### src/rtl/video_pkg.sv
// Shared video definitions: pattern encoding, pixel width, default raster timing.
package video_pkg;

    localparam int unsigned DATA_W = 10;

    localparam int unsigned DEF_HSW  = 1;
    localparam int unsigned DEF_HBP  = 2;
    localparam int unsigned DEF_HACT = 10;
    localparam int unsigned DEF_HFP  = 2;
    localparam int unsigned DEF_VSW  = 1;
    localparam int unsigned DEF_VBP  = 1;
    localparam int unsigned DEF_VACT = 4;
    localparam int unsigned DEF_VFP  = 1;

    typedef enum logic [1:0] {
        PAT_HRAMP = 2'd0,
        PAT_VRAMP = 2'd1,
        PAT_CHECK = 2'd2,
        PAT_ID    = 2'd3
    } pattern_e;

    typedef enum logic {
        ST_IDLE = 1'b0,
        ST_RUN  = 1'b1
    } vt_state_e;

    typedef struct packed {
        logic [DATA_W-1:0] r;
        logic [DATA_W-1:0] g;
        logic [DATA_W-1:0] b;
    } rgb_t;

    // Timing decode for one counter position, before pattern generation.
    typedef struct packed {
        logic              vsync;
        logic              hsync;
        logic              de;
        logic              frame_start;
        logic [DATA_W-1:0] x;
        logic [DATA_W-1:0] y;
    } timing_t;

    // Counter width able to hold 0..n-1.
    function automatic int unsigned cnt_w(input int unsigned n);
        return (n > 1) ? $clog2(n) : 1;
    endfunction

endpackage

### src/rtl/video_pattern_gen.sv
// Test-pattern colour for one pixel position; purely combinational.
module video_pattern_gen
    import video_pkg::*;
(
    input  logic [DATA_W-1:0] i_x,
    input  logic [DATA_W-1:0] i_y,
    input  logic [DATA_W-1:0] i_frame,
    input  pattern_e          i_pattern,
    output rgb_t              o_rgb_c
);

    logic [DATA_W-1:0] check_c;

    always_comb begin
        check_c = (i_x[0] ^ i_y[0]) ? '1 : '0;
        o_rgb_c = '0;
        case (i_pattern)
            PAT_HRAMP: o_rgb_c = '{r: i_x, g: i_x, b: i_x};
            PAT_VRAMP: o_rgb_c = '{r: i_y, g: i_y, b: i_y};
            PAT_CHECK: o_rgb_c = '{r: check_c, g: check_c, b: check_c};
            PAT_ID:    o_rgb_c = '{r: i_x, g: i_y, b: i_frame};
        endcase
    end

endmodule

### src/rtl/video_timing_gen.sv
// Raster timing generator with test patterns: counters, run/idle control,
// two register stages (timing decode, then RGB) to the outputs.
module video_timing_gen
    import video_pkg::*;
#(
    parameter int unsigned HSW  = DEF_HSW,
    parameter int unsigned HBP  = DEF_HBP,
    parameter int unsigned HACT = DEF_HACT,
    parameter int unsigned HFP  = DEF_HFP,
    parameter int unsigned VSW  = DEF_VSW,
    parameter int unsigned VBP  = DEF_VBP,
    parameter int unsigned VACT = DEF_VACT,
    parameter int unsigned VFP  = DEF_VFP
) (
    input  logic              clk,
    input  logic              rstn,
    input  logic              i_en,
    input  logic [1:0]        i_pattern,
    output logic              o_vsync,
    output logic              o_hsync,
    output logic              o_de,
    output logic [DATA_W-1:0] o_r_data,
    output logic [DATA_W-1:0] o_g_data,
    output logic [DATA_W-1:0] o_b_data,
    output logic              o_frame_start
);

    localparam int unsigned HTOT = HSW + HBP + HACT + HFP;
    localparam int unsigned VTOT = VSW + VBP + VACT + VFP;
    localparam int unsigned H_W  = cnt_w(HTOT);
    localparam int unsigned V_W  = cnt_w(VTOT);
    localparam int unsigned HA0  = HSW + HBP;
    localparam int unsigned HA1  = HA0 + HACT;
    localparam int unsigned VA0  = VSW + VBP;
    localparam int unsigned VA1  = VA0 + VACT;

    vt_state_e         state_q, state_d;
    logic [H_W-1:0]    h_cnt_q, h_cnt_d;
    logic [V_W-1:0]    v_cnt_q, v_cnt_d;
    logic [DATA_W-1:0] frame_cnt_q, frame_cnt_d;
    pattern_e          pattern_q, pattern_d;
    timing_t           tim_q, tim_d;
    logic              vsync_q, vsync_d;
    logic              hsync_q, hsync_d;
    logic              de_q, de_d;
    logic              fs_q, fs_d;
    rgb_t              rgb_q, rgb_d;
    rgb_t              pat_rgb_c;
    logic              h_last_c, v_last_c, origin_c;

    video_pattern_gen u_pattern (
        .i_x       (tim_q.x),
        .i_y       (tim_q.y),
        .i_frame   (frame_cnt_q),
        .i_pattern (pattern_q),
        .o_rgb_c   (pat_rgb_c)
    );

    // Next state, counters, and both output pipeline stages.
    always_comb begin
        state_d     = state_q;
        h_cnt_d     = h_cnt_q;
        v_cnt_d     = v_cnt_q;
        frame_cnt_d = frame_cnt_q;
        pattern_d   = pattern_q;
        tim_d       = '0;

        h_last_c = (h_cnt_q == H_W'(HTOT - 1));
        v_last_c = (v_cnt_q == V_W'(VTOT - 1));
        origin_c = (h_cnt_q == '0) && (v_cnt_q == '0);

        case (state_q)
            ST_IDLE: begin
                h_cnt_d = '0;
                v_cnt_d = '0;
                if (i_en) begin
                    state_d = ST_RUN;
                end
            end
            ST_RUN: begin
                if (origin_c) begin
                    pattern_d = pattern_e'(i_pattern);
                end
                if (h_last_c) begin
                    h_cnt_d = '0;
                    v_cnt_d = v_last_c ? '0 : v_cnt_q + V_W'(1);
                end else begin
                    h_cnt_d = h_cnt_q + H_W'(1);
                end
                // Stopping is only allowed once the whole frame has been sent.
                if (h_last_c && v_last_c) begin
                    frame_cnt_d = frame_cnt_q + DATA_W'(1);
                    if (!i_en) begin
                        state_d = ST_IDLE;
                    end
                end
                tim_d.hsync       = (h_cnt_q < H_W'(HSW));
                tim_d.vsync       = (v_cnt_q < V_W'(VSW));
                tim_d.de          = (h_cnt_q >= H_W'(HA0)) && (h_cnt_q < H_W'(HA1)) &&
                                    (v_cnt_q >= V_W'(VA0)) && (v_cnt_q < V_W'(VA1));
                tim_d.frame_start = origin_c;
                tim_d.x           = DATA_W'(h_cnt_q - H_W'(HA0));
                tim_d.y           = DATA_W'(v_cnt_q - V_W'(VA0));
            end
        endcase

        vsync_d = tim_q.vsync;
        hsync_d = tim_q.hsync;
        de_d    = tim_q.de;
        fs_d    = tim_q.frame_start;
        rgb_d   = tim_q.de ? pat_rgb_c : '0;
    end

    always_ff @(posedge clk or negedge rstn) begin
        if (!rstn) begin
            state_q     <= ST_IDLE;
            h_cnt_q     <= '0;
            v_cnt_q     <= '0;
            frame_cnt_q <= '0;
            pattern_q   <= PAT_HRAMP;
            tim_q       <= '0;
            vsync_q     <= 1'b0;
            hsync_q     <= 1'b0;
            de_q        <= 1'b0;
            fs_q        <= 1'b0;
            rgb_q       <= '0;
        end else begin
            state_q     <= state_d;
            h_cnt_q     <= h_cnt_d;
            v_cnt_q     <= v_cnt_d;
            frame_cnt_q <= frame_cnt_d;
            pattern_q   <= pattern_d;
            tim_q       <= tim_d;
            vsync_q     <= vsync_d;
            hsync_q     <= hsync_d;
            de_q        <= de_d;
            fs_q        <= fs_d;
            rgb_q       <= rgb_d;
        end
    end

    assign o_vsync       = vsync_q;
    assign o_hsync       = hsync_q;
    assign o_de          = de_q;
    assign o_frame_start = fs_q;
    assign o_r_data      = rgb_q.r;
    assign o_g_data      = rgb_q.g;
    assign o_b_data      = rgb_q.b;

endmodule

### config.mk
export PLATFORM = sky130hd
export DESIGN_NAME = video_timing_gen
export DESIGN_NICKNAME = d
export VERILOG_FILES = /design/src/rtl/video_pkg.sv /design/src/rtl/video_pattern_gen.sv /design/src/rtl/video_timing_gen.sv
export SDC_FILE = /design/constraint.sdc
export NUM_CORES = 1
export LEC_CHECK = 0
export ABC_AREA = 1
export CAP_MARGIN = 25
export CORE_MARGIN = 10
export CORE_UTILIZATION = 40
export CTS_CLUSTER_DIAMETER = 150
export DETAILED_ROUTE_END_ITERATION = 6
export SKIP_CTS_REPAIR_TIMING = 1
export SLEW_MARGIN = 10
export SYNTH_ARGS = -nofsm -noshare
export SYNTH_HDL_FRONTEND = slang
export SYNTH_SLANG_ARGS = --single-unit
export TNS_END_PERCENT = 50
### constraint.sdc
create_clock -name clk -period 1.6 [get_ports clk]
set_input_delay 0.32 -clock clk [delete_from_list [all_inputs] [get_ports clk]]
set_output_delay 0.32 -clock clk [all_outputs]
set_load 0.01 [all_outputs]
# --- Word-level counts from Yosys, hierarchy flattened ---
# Index checks and enable logic that the tools add are counted.
op_classes:
  addsub: 5
  magnitude_cmp: 6
  eq_ne: 6
  mux: 12
  bitwise: 2
  n_reduce_logical: 10
ops:
  columns: ["cell", "count"]
  rows:
  - ["one-hot mux 30 bit (4 select lines)", 1]
  - ["two-way mux 30 bit", 1]
  - ["two-way mux 24 bit", 1]
  - ["adder 10 x 1 -> 10 bit (second input constant)", 1]
  - ["two-way mux 10 bit", 1]
  - ["one-hot mux 4 bit (2 select lines)", 1]
  - ["two-way mux 3 bit", 2]
  - ["one-hot mux 3 bit (2 select lines)", 1]
  - ["logical AND 1 bit", 5]
  - ["subtractor 4 x 2 -> 5 bit (second input constant)", 1]
  - ["adder 4 x 1 -> 4 bit (second input constant)", 1]
  - ["equality test 2 bit (second input constant)", 2]
  - ["equality test 4 bit (second input constant)", 1]
  - ["greater-or-equal comparator 4 x 2 -> 1 bit (second input constant)", 1]
  - ["zero test 4 bit", 1]
  - ["less-than comparator 4 x 1 -> 1 bit (second input constant)", 1]
  - ["less-than comparator 4 bit (second input constant)", 1]
  - ["two-way mux 4 bit", 1]
  - ["AND reduction 2 bit", 2]
  - ["subtractor 3 x 2 -> 4 bit (second input constant)", 1]
  - ["adder 3 x 1 -> 3 bit (second input constant)", 1]
  - ["equality test 3 bit (second input constant)", 1]
  - ["greater-or-equal comparator 3 x 2 -> 1 bit (second input constant)", 1]
  - ["zero test 3 bit", 1]
  - ["9 further kinds", 10]
totals:
  regBits: 78
  inputBits: 5
  elab_cells: 59

# --- Logic depth before layout (Yosys ltp) ---
# Gate-level depths: netlist of run 1.
depth:
  depth_word: 5
  ltp_mapped: 8
  depth_no_buf: 8

# --- Modules after synthesis ---
# Synthesis of run 1 repeated with hierarchy kept, for this count alone.
hier_totals:
  cells_unflattened: 394
  hier_area_um2: 3185.6
modules_own_cells:
  columns: ["mod", "n_inst", "cells_per_inst", "area_per_inst_um2"]
  rows:
  - ["video_timing_gen", 1, 259, 2626.3]
  - ["video_pattern_gen", 1, 135, 559.3]

# --- Least setup slack after synthesis of run 1 ---
# OpenSTA, ideal clock, no wires.
synth_timing:
  path_type: "register to register"
  start: "register h_cnt_q[0]"
  end: "register frame_cnt_q[7]"
  setup_ns: 0.119
  arrival_ns: 1.248
  required_ns: 1.481
  path_slack_ns: 0.234
  path_stages_with_launch: 8
  n_path_buf: 0
  period_less_slack_ns: 1.366
  path_cell_list: "dfrtp_1 > inv_1 > ha_1 > nand3_2 > nor2_4 > nand2_2 > o21ai_1 > nand2_1"
synth_between:
  elab_chain_len: 3
synth_rtl:
  columns: ["item", "line_no", "text"]
  rows:
  - ["from (decl)", "video_timing_gen.sv:38", "logic [H_W-1:0] h_cnt_q, h_cnt_d;"]
  - ["from (signal assigned)", "video_timing_gen.sv:129", "h_cnt_q <= h_cnt_d;"]
  - ["equality test 4 bit", "video_timing_gen.sv:68", "h_last_c = (h_cnt_q == H_W'(HTOT - 1));"]
  - ["logical AND 1 bit", "video_timing_gen.sv:91", "if (h_last_c && v_last_c) begin"]
  - ["AND reduction 2 bit (no line)", null, null]
  - ["to (signal assigned)", "video_timing_gen.sv:131", "frame_cnt_q <= frame_cnt_d;"]
  - ["to (decl)", "video_timing_gen.sv:40", "logic [DATA_W-1:0] frame_cnt_q, frame_cnt_d;"]
# No other way between the ends.
# A chain may end at the register's enable or synchronous reset.

==> run metrics, run 1 <==
status=completed; largest area contributor in the netlist=dfrtp_1; Routed WL per cell=12.8 um; worst skew pair latency=0.33 ns; antenna violations before repair=0; CP Launch Point=o_g_data[8]; global-route wire length before repair=8940 um; Synth Register Bits=57; commonest non-fill, non-tap cell in the layout=dfrtp_1; TritonCTS clock tree=built; Reg clk slew, reported paths=0.06 ns; Syn Area/Cell=9.29 um2; # H-tree levels=3; R2R cell count=7; crit path DAT=1.22 ns; ANT cells=0; worst r2r src=h_cnt_q[0]; Startpoint Class=register; total gr overflow=0; vias in the first global route=1,868; register area share after synthesis=56.2%; Pleak=1.76 nW; # setup viols final=0; Cell Pwr Density=905 nW/um2; Initial Util=42.1%; area of the multi-input gates=893 um2; Hold Vio Cnt, Final=0; HPWL after DPL=3600 um; register area=1430 um2; Levels on crit path=1; Slew Viols, Final=0; Post-Syn Area=2540 um2; I/O Pins=39; DRC viols=0; slowest CP cell=clkdlybuf4s50_1; CTS Sinks=57; commonest cells after routing, fill and taps aside=57 x dfrtp_1, 50 x nand2_1, 39 x nor2_1, 30 x inv_1, 27 x clkdlybuf4s50_1; Die Ht=99.6 um; nets@finish=328; post-synth cell types=27; ranking of synthesized cells by area=dfrtp_1 56%, nand2_1 7.4%, nor2_1 5.8%; Worst EP required=1.28 ns; crit path capture=o_g_data[7]; post-synthesis cell count=273; syn nets=286; Max Cap Violations=0; pin count of the biggest net entering global routing=58; final core occ=53.1%; via count=1,860; Worst path max stage delay=0.54 ns; min Tclk post-route=1.54 ns; R2R Setup Slk=0.18 ns; share of cells above drive strength 1=10.3%; placed cell count=376; setup TNS=0 ns; crit path cell chain=clkdlybuf4s50_1; TritonRoute pass-1 iters=4; row count=28; crit end category=primary output; Hold WC Path Type=reg -> reg; Max IR drop VDD=0.000418 V; final wirelength=5040 um; hold path cells=0; post-synth top area share=56.2%; full die area=9930 um2; crit-path leading delay family=buffers and inverters; Crit Path Class=reg -> out; CTS max path bufs=2; Via density=4.72; Final Non-Filler Cells=394; antenna viol nets, final=0; Slew headroom=74.0%; root buf cell=clkbuf_8; Max Fclk=650 MHz; GP Congestion=0.849; worst r2r dst=frame_cnt_q[4]; initial DRC count=108; Syn. warnings=0; Tcrit/Tclk final=96.1%; RSZ-0062 raised after global routing=no; port buffer count=38; clk_skew=0.00806 ns; GR Util All Layers=11.0%; Min Hold Slack=0.349 ns; Area Overhead vs Synth=26.0%; Worst Tran Pin Value=0.386 ns; # fillers=545; Die W=99.6 um; buffer and inverter count on the worst path=1; core box area=6030 um2; CTS buffer count=9; CP max FO=3
## layer usage
layer | vias up | wire [um] | part of all wire, % | GRT usage [%]
li1 | 944 | - | - | -
met1 | 862 | 2360 | 47 | 13.6
met2 | 48 | 2220 | 44 | 15.9
met3 | 6 | 381 | 7.6 | 5.05
met4 | 0 | 79 | 1.6 | 5.51
met5 | - | 0 | 0 | 0
## metrics by stage
step / cell area [um2] / setup WS (ns) / power (mW)
6_report: 3200 / 0.0621 / 2.89
5_1_grt: 3200 / 0.00126 / 3.02
4_1_cts: 3140 / -0.0532 / 2.93
3_5_place_dp: 2950 / 0.0941 / 1.60
3_3_place_gp: 2950 / 0.144 / 1.60
2_1_floorplan: 2540 / 0.234 / 1.55
## Yosys cell counts
cell type   n
nand2_2     2
nor3_1      3
inv_2       3
nand3b_1    1
xor2_1      2
nor2_4      1
ha_1        8
buf_2       1
nor3_4      1
o21ai_1     5
nand2_1    50
o21ai_0    10
xnor2_1     4
dfrtp_1    57
nand3_1     8
nand2_4     1
a21oi_1    15
a31oi_1     6
nor2_2      1
nor2_1     39
nand3_2     2
inv_1      31
o31ai_2     1
nand4_1     5
buf_4      12
o21bai_1    1
o31ai_1     3
## power breakdown
group          leakage (nW)  switching [mW]  total (mW)  internal [mW]
registers             0.767         0.00620        1.46           1.45
logic                 0.894          0.0785       0.119         0.0409
clock network         0.102           0.527        1.32          0.790
## worst min-delay path by stage
stage	to	slack, ns	startpoint
detailed placement	o_frame_start	0.34	fs_d
finish	o_frame_start	0.35	fs_d
CTS	state_q	-0.01	rstn
global route	o_vsync	0.36	vsync_d
floorplan	de_d	0.02	rstn
global placement	o_frame_start	0.33	fs_d
## cell families (layout without fill, tap and decap cells)
family | after synthesis | after routing | synth area share, %
buf+inv | 47 | 93 | 8.78
fa+ha+maj | 8 | 8 | 3.94
xor+xnor | 6 | 6 | 2.07
simple gates | 114 | 114 | 19.9
compound gates | 41 | 41 | 9.07
flops | 57 | 57 | 56.2
## state kept, by name, summed over array words and instances (netlist names)
register	flops
o_r_data	5
o_b_data	10
h_cnt_q	4
pattern_q	2
o_vsync	1
o_g_data	5
tim_q	9
v_cnt_q	3
o_de	1
fs_d	1
o_hsync	1
vsync_d	1
o_frame_start	1
state_q	1
frame_cnt_q	10
de_d	1
hsync_d	1
## final cells by class
type	count	area share, %
Sequential cell	57	44.6
Multi-Input combinational cell	169	27.9
Timing Repair Buffer	44	14.4
Clock buffer	12	4.85
Inverter	34	3.99
Tap cell	75	2.94
Clock inverter	3	1.25
Power figures use the tool's default switching activity.
==> run 2, diff against run 1 <==
--- a/config.mk
+++ b/config.mk
@@ -6,9 +6,8 @@
 export NUM_CORES = 1
 export LEC_CHECK = 0
 export ABC_AREA = 1
-export CAP_MARGIN = 25
 export CORE_MARGIN = 10
-export CORE_UTILIZATION = 40
+export CORE_UTILIZATION = 25
 export CTS_CLUSTER_DIAMETER = 150
 export DETAILED_ROUTE_END_ITERATION = 6
 export SKIP_CTS_REPAIR_TIMING = 1
==> run 2 against run 1 <==
Die area up 47%. Combinational power up 7%. Worst hold slack better by 0.0018 ns. Non-clock buffer count unchanged. Final cell count up 15%. Sequential share of layout area down 1.0 points. Register-to-register slack worse by 0.08 ns. Clock power down 9%. Sequential power about the same. Sequential cell count unchanged. Clock skew down 0.0021 ns.
==> run metrics, run 2 (same netlist as run 1, synthesis figures left out) <==
Final Non-Filler Cells=453 (+15%); crit-path leading delay family=buffers and inverters; Hold Vio Cnt, Final=0 (unchanged); share of cells above drive strength 1=11.6% (+1.2 points); initial DRC count=114 (+5.6%); R2R Setup Slk=0.10 ns (-0.08 ns); buffer and inverter count on the worst path=1 (unchanged); worst r2r dst=frame_cnt_q[4]; # H-tree levels=3 (unchanged); worst skew pair latency=0.33 ns (about the same); row count=36 (+29%); core box area=9820 um2 (+63%); full die area=14,600 um2 (+47%); antenna violations before repair=0 (unchanged); RSZ-0062 raised after global routing=yes; ANT cells=0 (unchanged); CP max FO=1 (-2); pin count of the biggest net entering global routing=20 (-66%); worst r2r src=h_cnt_q[0]; CTS max path bufs=2 (unchanged); Max Fclk=659 MHz (+1.3%); I/O Pins=39 (unchanged); CTS buffer count=9 (unchanged); Slew headroom=74.9% (+0.85 points); Pleak=1.79 nW (+1.4%); Cell Pwr Density=850 nW/um2 (-6.0%); CTS Sinks=57 (unchanged); hold_sp=hsync_d; hold path cells=0 (unchanged); slowest CP cell=clkdlybuf4s50_1; Hold WC Path Type=reg -> reg; commonest non-fill, non-tap cell in the layout=dfrtp_1; total gr overflow=0 (unchanged); status=completed; crit path cell chain=clkdlybuf4s50_1; Max Cap Violations=0 (unchanged); TritonRoute pass-1 iters=4 (unchanged); antenna viol nets, final=0 (unchanged); Tcrit/Tclk final=94.8% (-1.3 points); via count=1,896 (+1.9%); final core occ=33.4% (-20 points); worst hold endpoint=o_hsync; clk_skew=0.00595 ns (-0.00212 ns); GP Congestion=0.845 (-0.51%); Initial Util=25.8% (-16 points); min Tclk post-route=1.52 ns (-0.0203 ns); placed cell count=436 (+16%); global-route wire length before repair=8960 um (+0.16%); Die Ht=121 um (+21%); Worst EP required=1.28 ns (about the same); vias in the first global route=1,913 (+2.4%); Routed WL per cell=11.7 um (-8.6%); Area Overhead vs Synth=29.2%; commonest cells after routing, fill and taps aside=55 x dfrtp_1, 49 x nand2_1, 39 x nor2_1, 31 x inv_1, 25 x clkdlybuf4s50_1; R2R cell count=7 (unchanged); Reg clk slew, reported paths=0.06 ns (about the same); DRC viols=0 (unchanged); crit end category=primary output; Startpoint Class=register; final wirelength=5300 um (+5.0%); Crit Path Class=reg -> out; HPWL after DPL=4140 um (+15%); fin area=3280 um2 (+2.5%); root buf cell=clkbuf_8; Slew Viols, Final=0 (unchanged); GR Util All Layers=7.60% (-3.4 points); placed cell areas=3050 um2 (+3.4%); Via density=4.19 (-11%); Worst Tran Pin Value=0.374 ns (-0.0126 ns); Worst path max stage delay=0.53 ns (about the same); TritonCTS clock tree=built; nets@finish=328 (unchanged); crit path DAT=1.20 ns (-0.02 ns); Max IR drop VDD=0.000309 V (-26%); Die W=121 um (+21%); # setup viols final=0 (unchanged); port buffer count=38 (unchanged)
[run 2: area by class of cell]
class,instances,area [um2]
tap,133,166
timing repair buffer,44,478
fill,1029,6540
inverter,34,128
clock inverter,5,30.0
clock buffer,11,151
multi-input combinational,169,896
sequential,57,1430
[run 2: power breakdown]
group          internal, mW  switching, mW  total (mW)
Combinational        0.0470         0.0798       0.127
Clock                 0.637          0.568        1.20
Sequential             1.45        0.00699        1.46
Total                  2.13          0.654        2.79
[run 2: worst max-delay path by stage]
| stage | from | endpoint | cells after the start |
|---|---|---|---|
| after floorplan | h_cnt_q[0] | frame_cnt_q[7] | 7 |
| after global placement | h_cnt_q[0] | frame_cnt_q[7] | 7 |
| final | o_frame_start | o_frame_start | 1 |
| after CTS | o_r_data[8] | o_r_data[4] | 1 |
| after detailed placement | h_cnt_q[0] | frame_cnt_q[4] | 7 |
| after global routing | h_cnt_q[0] | frame_cnt_q[7] | 7 |
[run 2: worst register-to-register path, stage by stage (launching register included)]
cell and delay (ns):
dfrtp_1 0.42, inv_1 0.13, ha_1 0.18, nand3_2 0.16, nor2_4 0.20, nand2_4 0.10, o21ai_1 0.13, nand2_1 0.07
[run 2: metal layers]
layer | up-vias | GRT usage [%] | share of wire, %
li1 | 949 | - | -
met1 | 868 | 8.02 | 44
met2 | 63 | 11.9 | 45
met3 | 16 | 3.54 | 7.3
met4 | 0 | 5.13 | 3.8
met5 | - | 0 | 0
[run 2: stage by stage]
stage                     setup TNS, ns  hold slack (ns)  power [mW]  setup WS [ns]
final                                 0            0.351        2.79         0.0824
after global routing            -0.0158            0.358        2.91        -0.0124
after CTS                        -0.857           -0.144        2.82        -0.0945
after detailed placement              0            0.217        1.61         0.0978
after global placement                0            0.212        1.61          0.144
after floorplan                       0           0.0244        1.55          0.234
==> run 3, diff against run 2 <==
--- a/config.mk
+++ b/config.mk
@@ -7,11 +7,12 @@
 export LEC_CHECK = 0
 export ABC_AREA = 1
 export CORE_MARGIN = 10
-export CORE_UTILIZATION = 25
+export CORE_UTILIZATION = 45
 export CTS_CLUSTER_DIAMETER = 150
 export DETAILED_ROUTE_END_ITERATION = 6
+export PLACE_DENSITY = 0.69
 export SKIP_CTS_REPAIR_TIMING = 1
-export SLEW_MARGIN = 10
+export SLEW_MARGIN = 25
 export SYNTH_ARGS = -nofsm -noshare
 export SYNTH_HDL_FRONTEND = slang
 export SYNTH_SLANG_ARGS = --single-unit
==> run 3 against run 2 <==
Register-to-register slack better by 0.04 ns. Worst setup slack lost 0.021 ns. Clock skew rose by 0.0012 ns. Global-route usage is 4.3 points higher. Sequential share of layout area grew 0.82 points. Clock-buffer cell count grew 2. Combinational power is 6% lower. First-iteration DRC count fell by 2.6%. Non-clock buffer count shrank 1. Die area shrank 38%. Cell area is 2.0% lower. Critical endpoint unchanged.
==> run metrics, run 3 (same netlist as run 1, synthesis figures left out) <==
status=completed; met3 wire len=405 um (+4.4%); # H-tree levels=3 (unchanged); commonest non-fill, non-tap cell in the layout=dfrtp_1; sequential share of power=48.8% (-3.4 points); fin area=3210 um2 (-2.0%); RSZ-0062 raised after global routing=yes; Max Fclk=650 MHz (-1.4%); CTS max path bufs=2 (unchanged); Area Overhead vs Synth=26.6%; Comb power frac=4.0% (-0.6 points); Pwr Total=2.98 mW (+7.0%); Slew Viols, Final=0 (unchanged); Clock Power Share=47.2% (+4.0 points); GR Util All Layers=11.9% (+4.3 points); Initial Util=46.4% (+21 points); Slew headroom=73.3% (-1.6 points); met2 wire len=2400 um (+0.80%); antenna viol nets, final=0 (unchanged); Worst Tran Pin Value=0.397 ns (+0.0233 ns); Hold WC Path Type=reg -> reg; final wirelength=5030 um (-5.0%); post-route setup slack=0.0612 ns (-0.0212 ns); Min Hold Slack=0.348 ns (-0.00278 ns); worst skew pair latency=0.34 ns (about the same); Reg clk slew, reported paths=0.06 ns (about the same); Hold Vio Cnt, Final=0 (unchanged); Tcrit/Tclk final=96.2% (+1.3 points); TritonRoute pass-1 iters=4 (unchanged); Via density=4.91 (+17%); full die area=9040 um2 (-38%); Die Ht=95.1 um (-21%); Worst EP required=1.28 ns (about the same); global-route wire length before repair=8390 um (-6.3%); Cell Pwr Density=928 nW/um2 (+9.2%); # setup viols final=0 (unchanged); Crit Path Class=reg -> out; commonest cells after routing, fill and taps aside=57 x dfrtp_1, 49 x nand2_1, 39 x nor2_1, 31 x inv_1, 25 x clkdlybuf4s50_1; Pleak=1.80 nW (+0.84%); port buffer count=38 (unchanged); buffer and inverter count on the worst path=1 (unchanged); worst r2r src=h_cnt_q[0]; CTS buffer count=9 (unchanged); GP Congestion=0.884 (+4.6%); Die W=95.1 um (-21%); via count=1,913 (+0.90%); setup slack at placement=0.0968 ns (-0.000985 ns); pin count of the biggest net entering global routing=58 (+190%); CP max FO=1 (unchanged); crit end category=primary output; placed cell areas=2940 um2 (-3.4%); antenna violations before repair=0 (unchanged); CTS Sinks=57 (unchanged); total gr overflow=0 (unchanged); Psw=614 uW (-6.1%); crit-path leading delay family=buffers and inverters; DRC viols=0 (unchanged); slowest CP cell=clkdlybuf4s50_1; vias in the first global route=1,880 (-1.7%); row count=27 (-25%); root buf cell=clkbuf_8; initial DRC count=111 (-2.6%); ANT cells=0 (unchanged); DRT met1 WL=2100 um (-9.8%); I/O Pins=39 (unchanged); CP Launch Point=o_frame_start; Worst path max stage delay=0.54 ns (about the same); Max IR drop VDD=0.000417 V (+35%); clk_skew=0.00717 ns (+0.00122 ns); max layer used=met4; setup TNS=0 ns (unchanged); net switching fraction of the power=20.6% (-2.9 points); nets@finish=327 (-0.30%); min Tclk post-route=1.54 ns (+0.0212 ns); TritonCTS clock tree=built; Max Cap Violations=0 (unchanged); share of cells above drive strength 1=10.4% (-1.2 points); crit path DAT=1.22 ns (+0.02 ns); core box area=5470 um2 (-44%); Startpoint Class=register; HPWL after DPL=3660 um (-12%); crit path cell chain=clkdlybuf4s50_1; cell-internal power=2.37 mW (+11%); hold_sp=hsync_d; Routed WL per cell=12.9 um (+10%)
run 3: cell types whose count changed in the layout (fill, tap and decap cells not counted), sizes merged:
cell | previous run | this run
buf | 6 | 5
clkinv | 3 | 1
clkinvlp | 2 | 0
bufinv | 0 | 1
clkbuf | 11 | 13
run 3: final timing paths:
check                                       to  slack [ns]  cells past startpoint
worst min-delay path                   o_hsync        0.35                      0
min in group asynchronous              o_hsync        0.51                      3
worst max-delay path             o_frame_start        0.06                      1
worst min register to register         o_hsync        0.35                      0
max in group asynchronous          o_g_data[8]        0.86                      3
worst max register to register  frame_cnt_q[4]        0.14                      7
run 3: layout make-up:
type	count	area (um2)
tap	72	90.1
timing repair buffer	43	458
fill	459	2260
inverter	34	128
sequential	57	1430
multi-input combinational	169	896
clock inverter	2	35.0
clock buffer	13	179
run 3: routing by layer:
layer,vias up,global-route usage [%]
li1,949,-
met1,892,12.6
met2,60,19.8
met3,12,5.03
met4,0,6.23
met5,-,0
run 3: stage by stage:
| stage | cells | utilization, % |
|---|---|---|
| after global placement | 373 | 53.8 |
| after CTS | 388 | 57.7 |
| final | 390 | 58.7 |
| after detailed placement | 373 | 53.8 |
| after floorplan | 273 | - |
| after global routing | 390 | 58.7 |
run 3: power groups by stage:
| stage | sequential [mW] | clock, mW | combinational (mW) |
|---|---|---|---|
| 2_1_floorplan | 1.48 | 0 | 0.0681 |
| 3_3_place_gp | 1.48 | 0 | 0.117 |
| 3_5_place_dp | 1.48 | 0 | 0.119 |
| 4_1_cts | 1.46 | 1.44 | 0.120 |
| 5_1_grt | 1.45 | 1.54 | 0.139 |
| 6_report | 1.46 | 1.41 | 0.119 |
